**src/rtl/gamma_cycle_sequencer.sv**
```systemverilog
// gamma_cycle_sequencer
// Runs one gamma cycle for a bank of race-logic primitives. It pulses the
// primitive reset, replays the input spike times as fixed-width pulses, and
// records the first rising edge seen on each datapath output lane. The
// recorded times are then returned over a valid/ready handshake.
// Every output comes straight from a register.
module gamma_cycle_sequencer #(
   parameter int GAMMA_CYCLE_WIDTH = 16,
   parameter int PULSE_WIDTH       = 8,
   parameter int RST_CYCLES        = 2,
   parameter int NUM_IN            = 4,
   parameter int NUM_OUT           = 4
) (
   input  logic                                           aclk,
   input  logic                                           grst,
   input  logic                                           in_valid,
   output logic                                           in_ready,
   input  logic [NUM_IN*$clog2(GAMMA_CYCLE_WIDTH+1)-1:0]  in_times,
   output logic                                           gamma_rst,
   output logic [NUM_IN-1:0]                              spikes_out,
   input  logic [NUM_OUT-1:0]                             q_in,
   output logic [$clog2(GAMMA_CYCLE_WIDTH+1)-1:0]         gamma_t,
   output logic                                           busy,
   output logic                                           out_valid,
   input  logic                                           out_ready,
   output logic [NUM_OUT*$clog2(GAMMA_CYCLE_WIDTH+1)-1:0] out_times
);

   localparam int TW  = $clog2(GAMMA_CYCLE_WIDTH+1);
   localparam int RCW = (RST_CYCLES > 1) ? $clog2(RST_CYCLES) : 1;
   localparam logic [TW-1:0] NO_SPIKE = TW'(GAMMA_CYCLE_WIDTH);

   typedef enum logic [1:0] {S_IDLE, S_RESET, S_RUN, S_REPORT} state_t;

   state_t                  r_state;
   state_t                  w_nxt;
   logic [RCW-1:0]          r_rst_cnt;
   logic [NUM_IN*TW-1:0]    r_times;
   logic [NUM_OUT-1:0]      r_q_prev;
   logic [NUM_OUT*TW-1:0]   r_out_times;
   logic                    r_in_ready;
   logic                    r_gamma_rst;
   logic [NUM_IN-1:0]       r_spikes;
   logic [TW-1:0]           r_gamma_t;
   logic                    r_busy;
   logic                    r_out_valid;

   logic                    w_accept;
   logic                    w_run_last;
   logic                    w_rst_last;
   logic [TW-1:0]           w_gt_nxt;
   logic [NUM_IN-1:0]       w_spk_nxt;
   logic                    w_in_ready_nxt;

   // in_ready is only ever high while IDLE, so it alone qualifies an accept
   assign w_accept   = in_valid && r_in_ready;
   assign w_run_last = (r_gamma_t == TW'(GAMMA_CYCLE_WIDTH-1));
   assign w_rst_last = (r_rst_cnt == RCW'(RST_CYCLES-1));

   // State register
   always_ff @(posedge aclk) begin
      if (grst) r_state <= S_IDLE;
      else      r_state <= w_nxt;
   end

   // Next-state logic
   always_comb begin
      w_nxt = r_state;
      case (r_state)
         S_IDLE:   if (w_accept)   w_nxt = S_RESET;
         S_RESET:  if (w_rst_last) w_nxt = S_RUN;
         S_RUN:    if (w_run_last) w_nxt = S_REPORT;
         S_REPORT: if (out_ready)  w_nxt = S_IDLE;
         default:                  w_nxt = S_IDLE;
      endcase
   end

   // Next-cycle output values, aligned with the state being entered
   always_comb begin
      w_gt_nxt  = '0;
      w_spk_nxt = '0;
      // in_ready rises one cycle after IDLE is entered. That extra cycle
      // gives a back-to-back period of RST_CYCLES+GAMMA_CYCLE_WIDTH+3.
      w_in_ready_nxt = (r_state == S_IDLE) && (w_nxt == S_IDLE);
      if ((r_state == S_RUN) && (w_nxt == S_RUN))
         w_gt_nxt = r_gamma_t + TW'(1);
      for (int i = 0; i < NUM_IN; i++) begin
         w_spk_nxt[i] = (w_nxt == S_RUN)
            && (32'(r_times[i*TW +: TW]) < 32'(GAMMA_CYCLE_WIDTH))
            && (32'(w_gt_nxt) >= 32'(r_times[i*TW +: TW]))
            && (32'(w_gt_nxt) <  32'(r_times[i*TW +: TW]) + 32'(PULSE_WIDTH));
      end
   end

   // Gamma-reset cycle counter, restarted on every accept
   always_ff @(posedge aclk) begin
      if (grst)                   r_rst_cnt <= '0;
      else if (w_accept)          r_rst_cnt <= '0;
      else if (r_state == S_RESET) r_rst_cnt <= r_rst_cnt + RCW'(1);
   end

   // Input latch, q history and first-edge capture
   always_ff @(posedge aclk) begin
      if (grst) begin
         r_times     <= '0;
         r_q_prev    <= '0;
         r_out_times <= {NUM_OUT{NO_SPIKE}};
      end else begin
         if (w_accept) begin
            r_times     <= in_times;
            r_out_times <= {NUM_OUT{NO_SPIKE}};
            r_q_prev    <= '0;
         end
         // q history starts clear, so a q already high at t=0 counts as an edge
         if ((w_nxt == S_RUN) && (r_state != S_RUN))
            r_q_prev <= '0;
         else if (r_state == S_RUN)
            r_q_prev <= q_in;
         if (r_state == S_RUN) begin
            for (int j = 0; j < NUM_OUT; j++) begin
               if (q_in[j] && !r_q_prev[j] && (r_out_times[j*TW +: TW] == NO_SPIKE))
                  r_out_times[j*TW +: TW] <= r_gamma_t;
            end
         end
      end
   end

   // Registered outputs
   always_ff @(posedge aclk) begin
      if (grst) begin
         r_in_ready  <= 1'b1;
         r_gamma_rst <= 1'b0;
         r_spikes    <= '0;
         r_gamma_t   <= '0;
         r_busy      <= 1'b0;
         r_out_valid <= 1'b0;
      end else begin
         r_in_ready  <= w_in_ready_nxt;
         r_gamma_rst <= (w_nxt == S_RESET);
         r_spikes    <= w_spk_nxt;
         r_gamma_t   <= w_gt_nxt;
         r_busy      <= (w_nxt != S_IDLE);
         r_out_valid <= (w_nxt == S_REPORT);
      end
   end

   assign in_ready   = r_in_ready;
   assign gamma_rst  = r_gamma_rst;
   assign spikes_out = r_spikes;
   assign gamma_t    = r_gamma_t;
   assign busy       = r_busy;
   assign out_valid  = r_out_valid;
   assign out_times  = r_out_times;

endmodule

```
**config.mk**
```make
export PLATFORM = sky130hd
export DESIGN_NAME = gamma_cycle_sequencer
export DESIGN_NICKNAME = d
export VERILOG_FILES = /design/src/rtl/gamma_cycle_sequencer.sv
export SDC_FILE = /design/constraint.sdc
export NUM_CORES = 1
export LEC_CHECK = 0
export ABC_AREA = 1
export CORE_MARGIN = 2
export CORE_UTILIZATION = 36
export CTS_BUF_LIST = sky130_fd_sc_hd__clkbuf_2
export DETAILED_ROUTE_END_ITERATION = 7
export PLACE_DENSITY = 0.61
export SYNTH_ARGS = -nofsm -noshare
export SYNTH_HDL_FRONTEND = slang
export SYNTH_SLANG_ARGS = --single-unit
```
**constraint.sdc**
```tcl
create_clock -name aclk -period 3.6 [get_ports aclk]
set_clock_uncertainty 0.15 [all_clocks]
set_input_delay 0.36 -clock aclk [delete_from_list [all_inputs] [get_ports aclk]]
set_output_delay 0.36 -clock aclk [all_outputs]
set_load 0.01 [all_outputs]
```
==> metrics.txt <==
status finished, final reports clean; Worst Path Class, Setup reg2reg; Pwr Density 345 nW/um^2; placed instance area 3710 sq um; RSZ-0062 raised after global routing false; Starting Density 0.366; min cycle time layout 3.11 ns; Final period util 0.864; area share of the largest cell type after synthesis 0.403; post-synth cell types 32; layout net count 508; post-CTS setup buffers 0; Synth area leader dfxtp_1; crit path launch type flop; Synth Instances between 300 and 400; Area growth, synth to finish 28.0%; first-pass GRT wire length approximately 12,000 um; total number of vias 2,727; Worst-path clk slew 0.17 ns; register area share after synthesis 0.403; layout cells sized above 1 0.0727; area of the core 8130 sq um; cell area after layout 3810 sq um; vias in the first global route between 2,000 and 3,000; Synth area leaders dfxtp_1, ha_1, inv_1; Iteration-0 DRC Markers approximately 120; CP Capture Type flop; htree depth 3; MaxCap Viol Count 0; Mapped Area 2980 sq um; Worst VDD drop 0.173 mV; Filler cells 810; Max Freq 322 MHz; Final Hold Vio Count 0; synthesis warning total 0; gp weighted congestion 0.850; die area 9020 sq um; GR Util All Layers 0.173; CTS tree yes; final global-route overflow total 0; Mapped Nets 443; Crit Path Max Fanout 7; post-DP HPWL 5530 um; clk_lat worst skew 0.46 ns; number of buffers created by CTS 9; Die W roughly 95 um; cts repair resizes 0; leak pwr 1.57 nW; drt via density 4.88; Min-Delay Path Class reg2reg; worst-margin pin slew 0.450 ns; # port buffers 60; slew margin rel. 0.700; Clock Path Buffers 2; Post-Syn Area per Cell around 7.7 sq um; clock tree sinks 60; initial antenna violation count 0; CTS Root Cell clkbuf_2; Post-CTS Hold Fix Bufs 0; CP required 3.84 ns; antenna fix cells 0; # DRC 0; post-route ant nets 0; Die Ht roughly 95 um; final setup fails 0; most frequent cells in the layout dfxtp_1, clkdlybuf4s50_1, inv_1, nand2_1, o21ai_0; total routed wirelength 7350 um; detail-routed net length per standard cell between 10 and 15 um; drt first pass iters 4; Fin Setup TNS 0 ns; largest net degree at the start of global routing 50; # rows 33; fin. max-slew vios 0; synthesis-stage register bit count 60; arrival time at the worst endpoint 3.34 ns; # IOs 61
==> area by class of cell <==
cell class                 count  area [sq um]  share of cell area
clock buffer                   9          45.0              0.0118
clock inverter                 6          56.3              0.0148
inverter                      55           206              0.0541
multi-input combinational    257          1520               0.399
sequential                    60          1200               0.315
tap                          105           131              0.0344
timing repair buffer          67           653               0.171
==> worst max-delay path: stages (launching register included) <==
cell,delay [ns]
dfxtp_1,0.38
ha_1,0.23
nand2_1,0.09
nor2_1,0.05
ha_1,0.18
nor2_2,0.11
nor2_2,0.08
nor2_8,0.15
nand3_2,0.14
or2_2,0.38
ha_1,0.29
or2_2,0.31
o21ai_0,0.15
inv_1,0.05
nand2_1,0.07
nand2_1,0.05
nand2_1,0.05
nand2_1,0.04
nand2_1,0.07
a21oi_2,0.05
==> path summary, 6_finish.rpt <==
check	start	end	slack (ns)	cells after the start
max	gamma_t[0]$_SDFF_PP0_	spikes_out[2]$_SDFF_PP0_	0.49	19
max reg2reg	gamma_t[0]$_SDFF_PP0_	spikes_out[2]$_SDFF_PP0_	0.49	19
min	r_times[7]$_SDFFE_PP0P_	r_times[7]$_SDFFE_PP0P_	0.32	2
min reg2reg	r_times[7]$_SDFFE_PP0P_	r_times[7]$_SDFFE_PP0P_	0.32	2
==> sequential cells by signal, indices dropped and copies added, names as in the netlist <==
signal and cells:
busy 1, gamma_rst 1, gamma_t 5, in_ready 1
out_times 20, out_valid 1, r_q_prev 4, r_rst_cnt 1
r_state 2, r_times 20, spikes_out 4
==> where the power goes <==
group	internal [mW]	switching [mW]	total, mW	leakage (nW)
Sequential	0.692	0.0196	0.712	0.489
Clock	0.151	0.242	0.393	0.0650
Combinational	0.0925	0.118	0.210	1.01
==> per-layer routing <==
| layer | vias up | track usage | share of wire |
|---|---|---|---|
| met5 | - | 0 | 0 |
| met4 | 0 | 0.0543 | 0.013 |
| met3 | 8 | 0.0455 | 0.042 |
| met2 | 58 | 0.307 | 0.50 |
| met1 | 1253 | 0.201 | 0.44 |
| li1 | 1408 | - | - |
==> per-stage QoR <==
step / instances / power (mW) / worst slack, ns / hold slack, ns / utilization
floorplan: 385 / 0.861 / 0.689 / 0.285 / -
global placement: 544 / 0.933 / 0.534 / 0.302 / 0.456
detailed placement: 544 / 0.937 / 0.449 / 0.303 / 0.456
CTS: 559 / 1.34 / 0.476 / 0.287 / 0.469
global route: 559 / 1.40 / 0.253 / 0.278 / 0.469
finish: 559 / 1.32 / 0.490 / 0.321 / 0.469
==> Yosys cell counts <==
cell type and n:
nor2_8 1, clkbuf_1 10, nor3_1 5, o21ai_1 1, nand3b_1 3, nand2_2 1, or2_2 3, nor2_4 1
o22ai_1 4, nand4_1 1, o21bai_1 3, nor2_2 2, o21ai_0 40, a21oi_1 28, buf_4 1, nor4_1 7
ha_1 30, dfxtp_1 60, xor2_1 1, buf_1 2, a21o_1 1, inv_1 55, nand2_1 51, nand3_2 1
o211ai_1 3, nor3b_1 2, a31oi_1 1, a21oi_2 2, nand4_4 1, nor2_1 37, o32ai_1 3, nand3_1 24
==> logic make-up after synthesis <==
kind of cell    share of synthesized area
xor+xnor                          0.00294
compound gates                      0.159
flops                               0.403
simple gates                        0.223
buf+inv                            0.0869
fa+ha+maj                           0.126
No activity file was read; power rests on OpenSTA's default activity.
